[src/rtl/pixel_stream_feeder.sv]
//------------------------------------------------------------------------------
// pixel_stream_feeder
//
// Upstream stage of the colour-transform block. Accepts a raw RGB pixel stream
// under valid/ready, buffers it in a small synchronous FIFO, tags each pixel
// with raster coordinates and issues it as a one-cycle valid pulse. Pulses are
// never closer than PACE cycles apart, which matches the transform's
// WAIT->COMPUTE->SEND cadence. Single clock domain (clk_25).
//
// Build option:
//   TEST_PATTERN_EN  adds input test_mode. While test_mode=1 the FIFO is
//                    frozen (no pops, in_ready=0) and eight vertical colour
//                    bars are generated at the normal cadence instead.
//
// Parameters:
//   H_ACTIVE  pixels per line (x wraps after H_ACTIVE-1)
//   V_ACTIVE  lines per frame (y wraps after V_ACTIVE-1)
//   DEPTH     FIFO entries, power of 2, >= 2
//   PACE      minimum cycles between valid pulses, >= 1
//
// Ports:
//   clk_25        in   pixel clock
//   reset         in   asynchronous active-high reset
//   in_valid      in   source pixel present
//   in_ready      out  FIFO can accept (not full, not in test mode)
//   in_sof        in   pixel is first of frame
//   in_red/green/blue in  8-bit source colour
//   test_mode     in   colour-bar generator select (TEST_PATTERN_EN only)
//   valid         out  one-cycle pulse: outputs hold a new pixel
//   x_o, y_o      out  10-bit coordinates of issued pixel
//   red_o/green_o/blue_o out  issued colour
//   frame_done    out  pulses with valid on pixel (H_ACTIVE-1, V_ACTIVE-1)
//------------------------------------------------------------------------------
module pixel_stream_feeder #(
    parameter int unsigned H_ACTIVE = 640,
    parameter int unsigned V_ACTIVE = 480,
    parameter int unsigned DEPTH    = 8,
    parameter int unsigned PACE     = 3
) (
    input  logic       clk_25,
    input  logic       reset,
    input  logic       in_valid,
    output logic       in_ready,
    input  logic       in_sof,
    input  logic [7:0] in_red,
    input  logic [7:0] in_green,
    input  logic [7:0] in_blue,
`ifdef TEST_PATTERN_EN
    input  logic       test_mode,
`endif
    output logic       valid,
    output logic [9:0] x_o,
    output logic [9:0] y_o,
    output logic [7:0] red_o,
    output logic [7:0] green_o,
    output logic [7:0] blue_o,
    output logic       frame_done
);

    localparam int unsigned AW = $clog2(DEPTH);
    localparam int unsigned PW = (PACE > 1) ? $clog2(PACE) : 1;

    localparam logic [AW:0] FULL_CNT = (AW + 1)'(DEPTH);
    localparam logic [AW:0] ONE_CNT  = (AW + 1)'(1);
    localparam logic [9:0]  X_LAST   = 10'(H_ACTIVE - 1);
    localparam logic [9:0]  Y_LAST   = 10'(V_ACTIVE - 1);

    typedef enum logic [0:0] {
        S_IDLE = 1'b0,
        S_HOLD = 1'b1
    } state_t;

    // FIFO storage and bookkeeping
    logic [24:0]   mem_q [DEPTH];
    logic [AW-1:0] wr_ptr_q;
    logic [AW-1:0] rd_ptr_q;
    logic [AW:0]   count_q;
    logic [AW:0]   count_d;
    logic          full;
    logic          empty;
    logic          push;
    logic          pop;
    logic          tm;

    // Issue FSM and registered outputs
    state_t        state_q;
    logic [PW-1:0] pace_q;
    logic [9:0]    xc_q;          // raster position the next issued pixel takes
    logic [9:0]    yc_q;
    logic          valid_q;
    logic          frame_done_q;
    logic [9:0]    x_q;
    logic [9:0]    y_q;
    logic [7:0]    red_q;
    logic [7:0]    green_q;
    logic [7:0]    blue_q;

    // Issue-slot datapath
    logic          issue;
    logic [24:0]   head;
    logic          sof_d;
    logic [7:0]    red_d;
    logic [7:0]    green_d;
    logic [7:0]    blue_d;
    logic [9:0]    x_d;
    logic [9:0]    y_d;
    logic [9:0]    xc_d;
    logic [9:0]    yc_d;
    logic          frame_done_d;

`ifdef TEST_PATTERN_EN
    assign tm = test_mode;

    // Bar index 0..7 across the active line.
    function automatic logic [2:0] bar_of(input logic [9:0] x);
        logic [31:0] scaled;
        scaled = (32'(x) * 32'd8) / 32'(H_ACTIVE);
        return scaled[2:0];
    endfunction
`else
    assign tm = 1'b0;
`endif

    //--------------------------------------------------------------------------
    // FIFO
    //--------------------------------------------------------------------------
    assign full     = (count_q == FULL_CNT);
    assign empty    = (count_q == '0);
    assign in_ready = !full && !tm;
    assign push     = in_valid && in_ready;
    assign head     = mem_q[rd_ptr_q];

    always_comb begin
        count_d = count_q;
        unique case ({push, pop})
            2'b10:   count_d = count_q + ONE_CNT;
            2'b01:   count_d = count_q - ONE_CNT;
            default: count_d = count_q;
        endcase
    end

    always_ff @(posedge clk_25) begin
        if (push) begin
            mem_q[wr_ptr_q] <= {in_sof, in_red, in_green, in_blue};
        end
    end

    always_ff @(posedge clk_25 or posedge reset) begin
        if (reset) begin
            wr_ptr_q <= '0;
            rd_ptr_q <= '0;
            count_q  <= '0;
        end else begin
            // DEPTH is a power of two, so the pointers wrap naturally.
            if (push) begin
                wr_ptr_q <= wr_ptr_q + AW'(1);
            end
            if (pop) begin
                rd_ptr_q <= rd_ptr_q + AW'(1);
            end
            count_q <= count_d;
        end
    end

    //--------------------------------------------------------------------------
    // Issue-slot datapath: what would be issued if this cycle is an issue slot
    //--------------------------------------------------------------------------
    // An issue slot is any IDLE cycle with something to send: a queued pixel,
    // or a generated bar pixel in test mode.
    assign issue = (state_q == S_IDLE) && (tm || !empty);
    assign pop   = issue && !tm;

    always_comb begin
        sof_d   = head[24];
        red_d   = head[23:16];
        green_d = head[15:8];
        blue_d  = head[7:0];
        if (tm) begin
            sof_d = 1'b0;
        end

        // sof realigns the raster: this pixel is (0,0) whatever the counter says.
        x_d = sof_d ? '0 : xc_q;
        y_d = sof_d ? '0 : yc_q;

`ifdef TEST_PATTERN_EN
        if (tm) begin
            red_d   = {8{bar_of(x_d)[2]}};
            green_d = {8{bar_of(x_d)[1]}};
            blue_d  = {8{bar_of(x_d)[0]}};
        end
`endif

        frame_done_d = 1'b0;
        if (x_d == X_LAST) begin
            xc_d = '0;
            if (y_d == Y_LAST) begin
                yc_d         = '0;
                frame_done_d = 1'b1;
            end else begin
                yc_d = y_d + 10'd1;
            end
        end else begin
            xc_d = x_d + 10'd1;
            yc_d = y_d;
        end
    end

    //--------------------------------------------------------------------------
    // Issue FSM with registered outputs
    //--------------------------------------------------------------------------
    always_ff @(posedge clk_25 or posedge reset) begin
        if (reset) begin
            state_q      <= S_IDLE;
            pace_q       <= '0;
            xc_q         <= '0;
            yc_q         <= '0;
            valid_q      <= 1'b0;
            frame_done_q <= 1'b0;
            x_q          <= '0;
            y_q          <= '0;
            red_q        <= '0;
            green_q      <= '0;
            blue_q       <= '0;
        end else begin
            valid_q      <= 1'b0;
            frame_done_q <= 1'b0;
            unique case (state_q)
                S_IDLE: begin
                    if (issue) begin
                        valid_q      <= 1'b1;
                        frame_done_q <= frame_done_d;
                        x_q          <= x_d;
                        y_q          <= y_d;
                        red_q        <= red_d;
                        green_q      <= green_d;
                        blue_q       <= blue_d;
                        xc_q         <= xc_d;
                        yc_q         <= yc_d;
                        if (PACE > 1) begin
                            pace_q  <= PW'(PACE - 1);
                            state_q <= S_HOLD;
                        end
                    end
                end
                S_HOLD: begin
                    // Leaving on the last count makes the next issue land exactly
                    // PACE cycles after the previous one.
                    if (pace_q <= PW'(1)) begin
                        pace_q  <= '0;
                        state_q <= S_IDLE;
                    end else begin
                        pace_q <= pace_q - PW'(1);
                    end
                end
            endcase
        end
    end

    assign valid      = valid_q;
    assign frame_done = frame_done_q;
    assign x_o        = x_q;
    assign y_o        = y_q;
    assign red_o      = red_q;
    assign green_o    = green_q;
    assign blue_o     = blue_q;

endmodule

[config.mk]
export PLATFORM = sky130hd
export DESIGN_NAME = pixel_stream_feeder
export DESIGN_NICKNAME = d
export VERILOG_FILES = /design/src/rtl/pixel_stream_feeder.sv
export SDC_FILE = /design/constraint.sdc
export NUM_CORES = 1
export LEC_CHECK = 0
export BUFFER_PORTS_ARGS = -buffer_cell sky130_fd_sc_hd__buf_2
export CAP_MARGIN = 0
export CORE_UTILIZATION = 30
export CTS_BUF_LIST = sky130_fd_sc_hd__clkbuf_8
export DETAILED_ROUTE_END_ITERATION = 6
export GPL_TIMING_DRIVEN = 0
export SYNTH_ARGS = -nofsm -noshare
export SYNTH_HDL_FRONTEND = slang
export SYNTH_SLANG_ARGS = --single-unit
[constraint.sdc]
create_clock -name clk_25 -period 8.3 [get_ports clk_25]
set_clock_uncertainty 0.2 [all_clocks]
set_input_delay 1.66 -clock clk_25 [delete_from_list [all_inputs] [get_ports clk_25]]
set_output_delay 1.66 -clock clk_25 [all_outputs]
set_load 0.01 [all_outputs]
==> run summary <==
Status: finished, violations left
Failing checks: design-rule violations
Comb power frac: 32.0%
Clock buffer depth: 3
CTS Sinks: 279
Commonest cells in the netlist: 200 x edfxtp_1, 83 x nand2_1, 79 x dfrtp_1
Yosys warning count: 0
Post-synth EDFFs: 200
Cell-internal power: 2.91 mW
Post-synth top flop: edfxtp_1
Num ports: 75
Worst-Margin Slew: 1.06 ns
Worst path arrival time: 4.08 ns
Initial DRT Pass Iterations: 7
Post-synthesis sequential area ratio: 73.0%
Share of cells above drive strength 1: 27.1%
Initial drt markers: 423
Pwr Total: 4.38 mW
Die X: 193 um
Die area: 37,200 um^2
Die Y: 193 um
Placer Congestion: 0.807
# setup viols final: 0
WP data required: 8.52 ns
Non-Filler Instances: 1,281
Crit path launch type: flop
Final core occ: 36.5%
Post-synth top area share: 54.9%
Post-Syn Area: 10,900 um^2
Layout Nets: 820
Resized Gates After CTS: 0
Fmax: 259 MHz
Crit end category: flop
Mapped Nets: 686
First-pass GRT wire length: 37,700 um
Power per cell area: 336 nW/um^2
Routed vias/inst: 4.75
Flop pwr share: 42.7%
Clock Latency Late Sink: 0.58 ns
Yosys cell types: 48
H-tree depth: 2
Initial Util: 30.6%
Avg Cell Area, Syn: 16.8 um^2
Initial antenna violation count: 2
Worst-path fanout max: 6
WL final: 24,500 um
Grt ovf: 0
Synthesized flop and latch total: 279
Worst setup path category: reg2reg
Total CTS buffers: 45
Worst setup margin: 4.44 ns
Synth area leaders: edfxtp_1 55%, dfrtp_1 18%, mux4_2 10%
Peak supply drop: 0.207 mV
Sw frac: 33.5%
Area Overhead vs Synth: 19.2%
Synth Instances: 650
Vias in the first global route: 6,341
Pre-CTS WS: 4.49 ns
Final period util: 46.5%
Clk network pwr share: 25.3%
Hold-fix buffers, CTS: 0
GRT Total Usage: 13.7%
Inst Count DP: 1,198
Total number of vias: 6,088
Worst-path clk slew: 0.06 ns
Most numerous cell in the Yosys netlist: edfxtp_1
Routed len/inst: 19.1 um
TritonCTS clock tree: built
Row count: 69
Worst hold-check path type: reg2reg
NetSw: 1.47 mW
IO Port Bufs: 74
Fin. max-slew vios: 0
Rel. slew slack: 29.1%
Leakage power total: 4.89 nW
Core Area: 35,700 um^2
Final Hold Vio Count: 0
Async S/R FF share, synth: 28.3%
Setup TNS: 0 ns
Postcts setup bufs: 0
Clock root buffer: clkbuf_8
Post-route ant nets: 0
DRC violations left: 32
Minimum clock period: 3.86 ns
Post-DP HPWL: 15,700 um
Unrepaired setup endpoints after global routing: no
Max-cap violations: 0
Pin count of the biggest net entering global routing: 45
Area leader, netlist: edfxtp_1
[routing by layer]
metal / vias up / global-route usage [%] / wire length [um]
met5: - / 0 / 22
met4: 4 / 3.91 / 365
met3: 33 / 3.02 / 1400
met2: 164 / 22.3 / 11800
met1: 3105 / 18.2 / 10900
li1: 2782 / - / -
[final timing paths]
| kind | startpoint | end | slack (ns) | depth (start not counted) |
|---|---|---|---|---|
| setup / recovery | rd_ptr_q[0] | yc_q[7] | 4.44 | 10 |
| hold / removal | x_o[5] | x_o[5] | 0.26 | 2 |
| setup reg to reg | rd_ptr_q[0] | yc_q[7] | 4.44 | 10 |
| hold reg to reg | x_o[5] | x_o[5] | 0.26 | 2 |
| max in group asynchronous | reset | green_o[7] | 6.29 | 3 |
| min in group asynchronous | reset | red_o[4] | 0.98 | 2 |
[cells by family (layout without fill, tap and decap cells)]
family                     Yosys count  count (layout)  synth area share [%]
adders and majority gates            8               8                 0.984
and+or+nand+nor                    154             154                  6.38
other                                0               1                     0
DFF                                279             279                  73.0
AOI/OAI and AO/OA                   78              78                  4.08
muxes                               83              83                  13.4
buffers and inverters               41             210                  1.57
xor gates and xnor gates             7               7                 0.561
[critical path, cell delays in order (launching register included)]
cell and delay, ns:
dfrtp_1 0.36, buf_6 0.14, mux4_2 0.51, mux2i_1 0.46, and2_1 0.23, ha_1 0.23
nand2_1 0.17, nor4_1 0.81, a211o_1 0.35, or2_0 0.18, mux2i_1 0.08
[registers in the layout (all words and copies together), names as in the netlist, 4 cells and up]
register and flops:
mem_q 200, y_o 10, xc_q 10, yc_q 10
green_o 8, count_q 4, blue_o 8, red_o 8
x_o 10
[placed cells by master (no fill, tap or decap), types with 3 or more instances in the layout]
cell type | netlist | final
clkbuf_1 | 22 | 22
a21oi_1 | 12 | 12
nor3_1 | 6 | 4
edfxtp_1 | 200 | 200
buf_2 | 8 | 82
nand2b_1 | 3 | 3
xnor2_1 | 5 | 5
dfrtp_1 | 79 | 79
inv_1 | 8 | 31
mux2i_1 | 27 | 27
nor2_4 | 0 | 6
nand2_1 | 83 | 83
nand3_1 | 27 | 27
o21ai_0 | 44 | 44
o31ai_1 | 6 | 6
nand4_1 | 3 | 3
buf_16 | 0 | 3
o41ai_1 | 3 | 3
ha_1 | 7 | 7
buf_12 | 0 | 4
mux4_2 | 50 | 50
clkinv_2 | 0 | 3
clkbuf_8 | 0 | 52
and2_1 | 6 | 6
a31oi_1 | 3 | 3
mux2_2 | 5 | 5
buf_6 | 1 | 6
nor2_1 | 12 | 6
[stage by stage]
| stage | hold slack, ns | instance area, um^2 |
|---|---|---|
| after floorplan | 0.256 | 10900 |
| after global placement | 0.250 | 11900 |
| after detailed placement | 0.252 | 12200 |
| after CTS | 0.264 | 13000 |
| after global routing | 0.288 | 13000 |
| final | 0.257 | 13000 |
[layout make-up]
type	count	area, um^2
Antenna cell	1	2.50
Buffer	32	138
Clock buffer	52	716
Clock inverter	30	145
Fill cell	3424	22700
Inverter	9	36.3
Multi-Input combinational cell	330	2840
Sequential cell	279	7980
Tap cell	461	577
Timing Repair Buffer	87	597
[power groups by stage]
stage | registers (mW) | logic (mW) | clock network [mW]
finish | 1.87 | 1.40 | 1.11
global route | 1.90 | 1.55 | 1.20
CTS | 1.87 | 1.44 | 1.15
detailed placement | 1.90 | 1.44 | 0
global placement | 1.90 | 1.36 | 0
floorplan | 1.91 | 0.895 | 0
No activity file was read; power rests on OpenSTA's default activity.
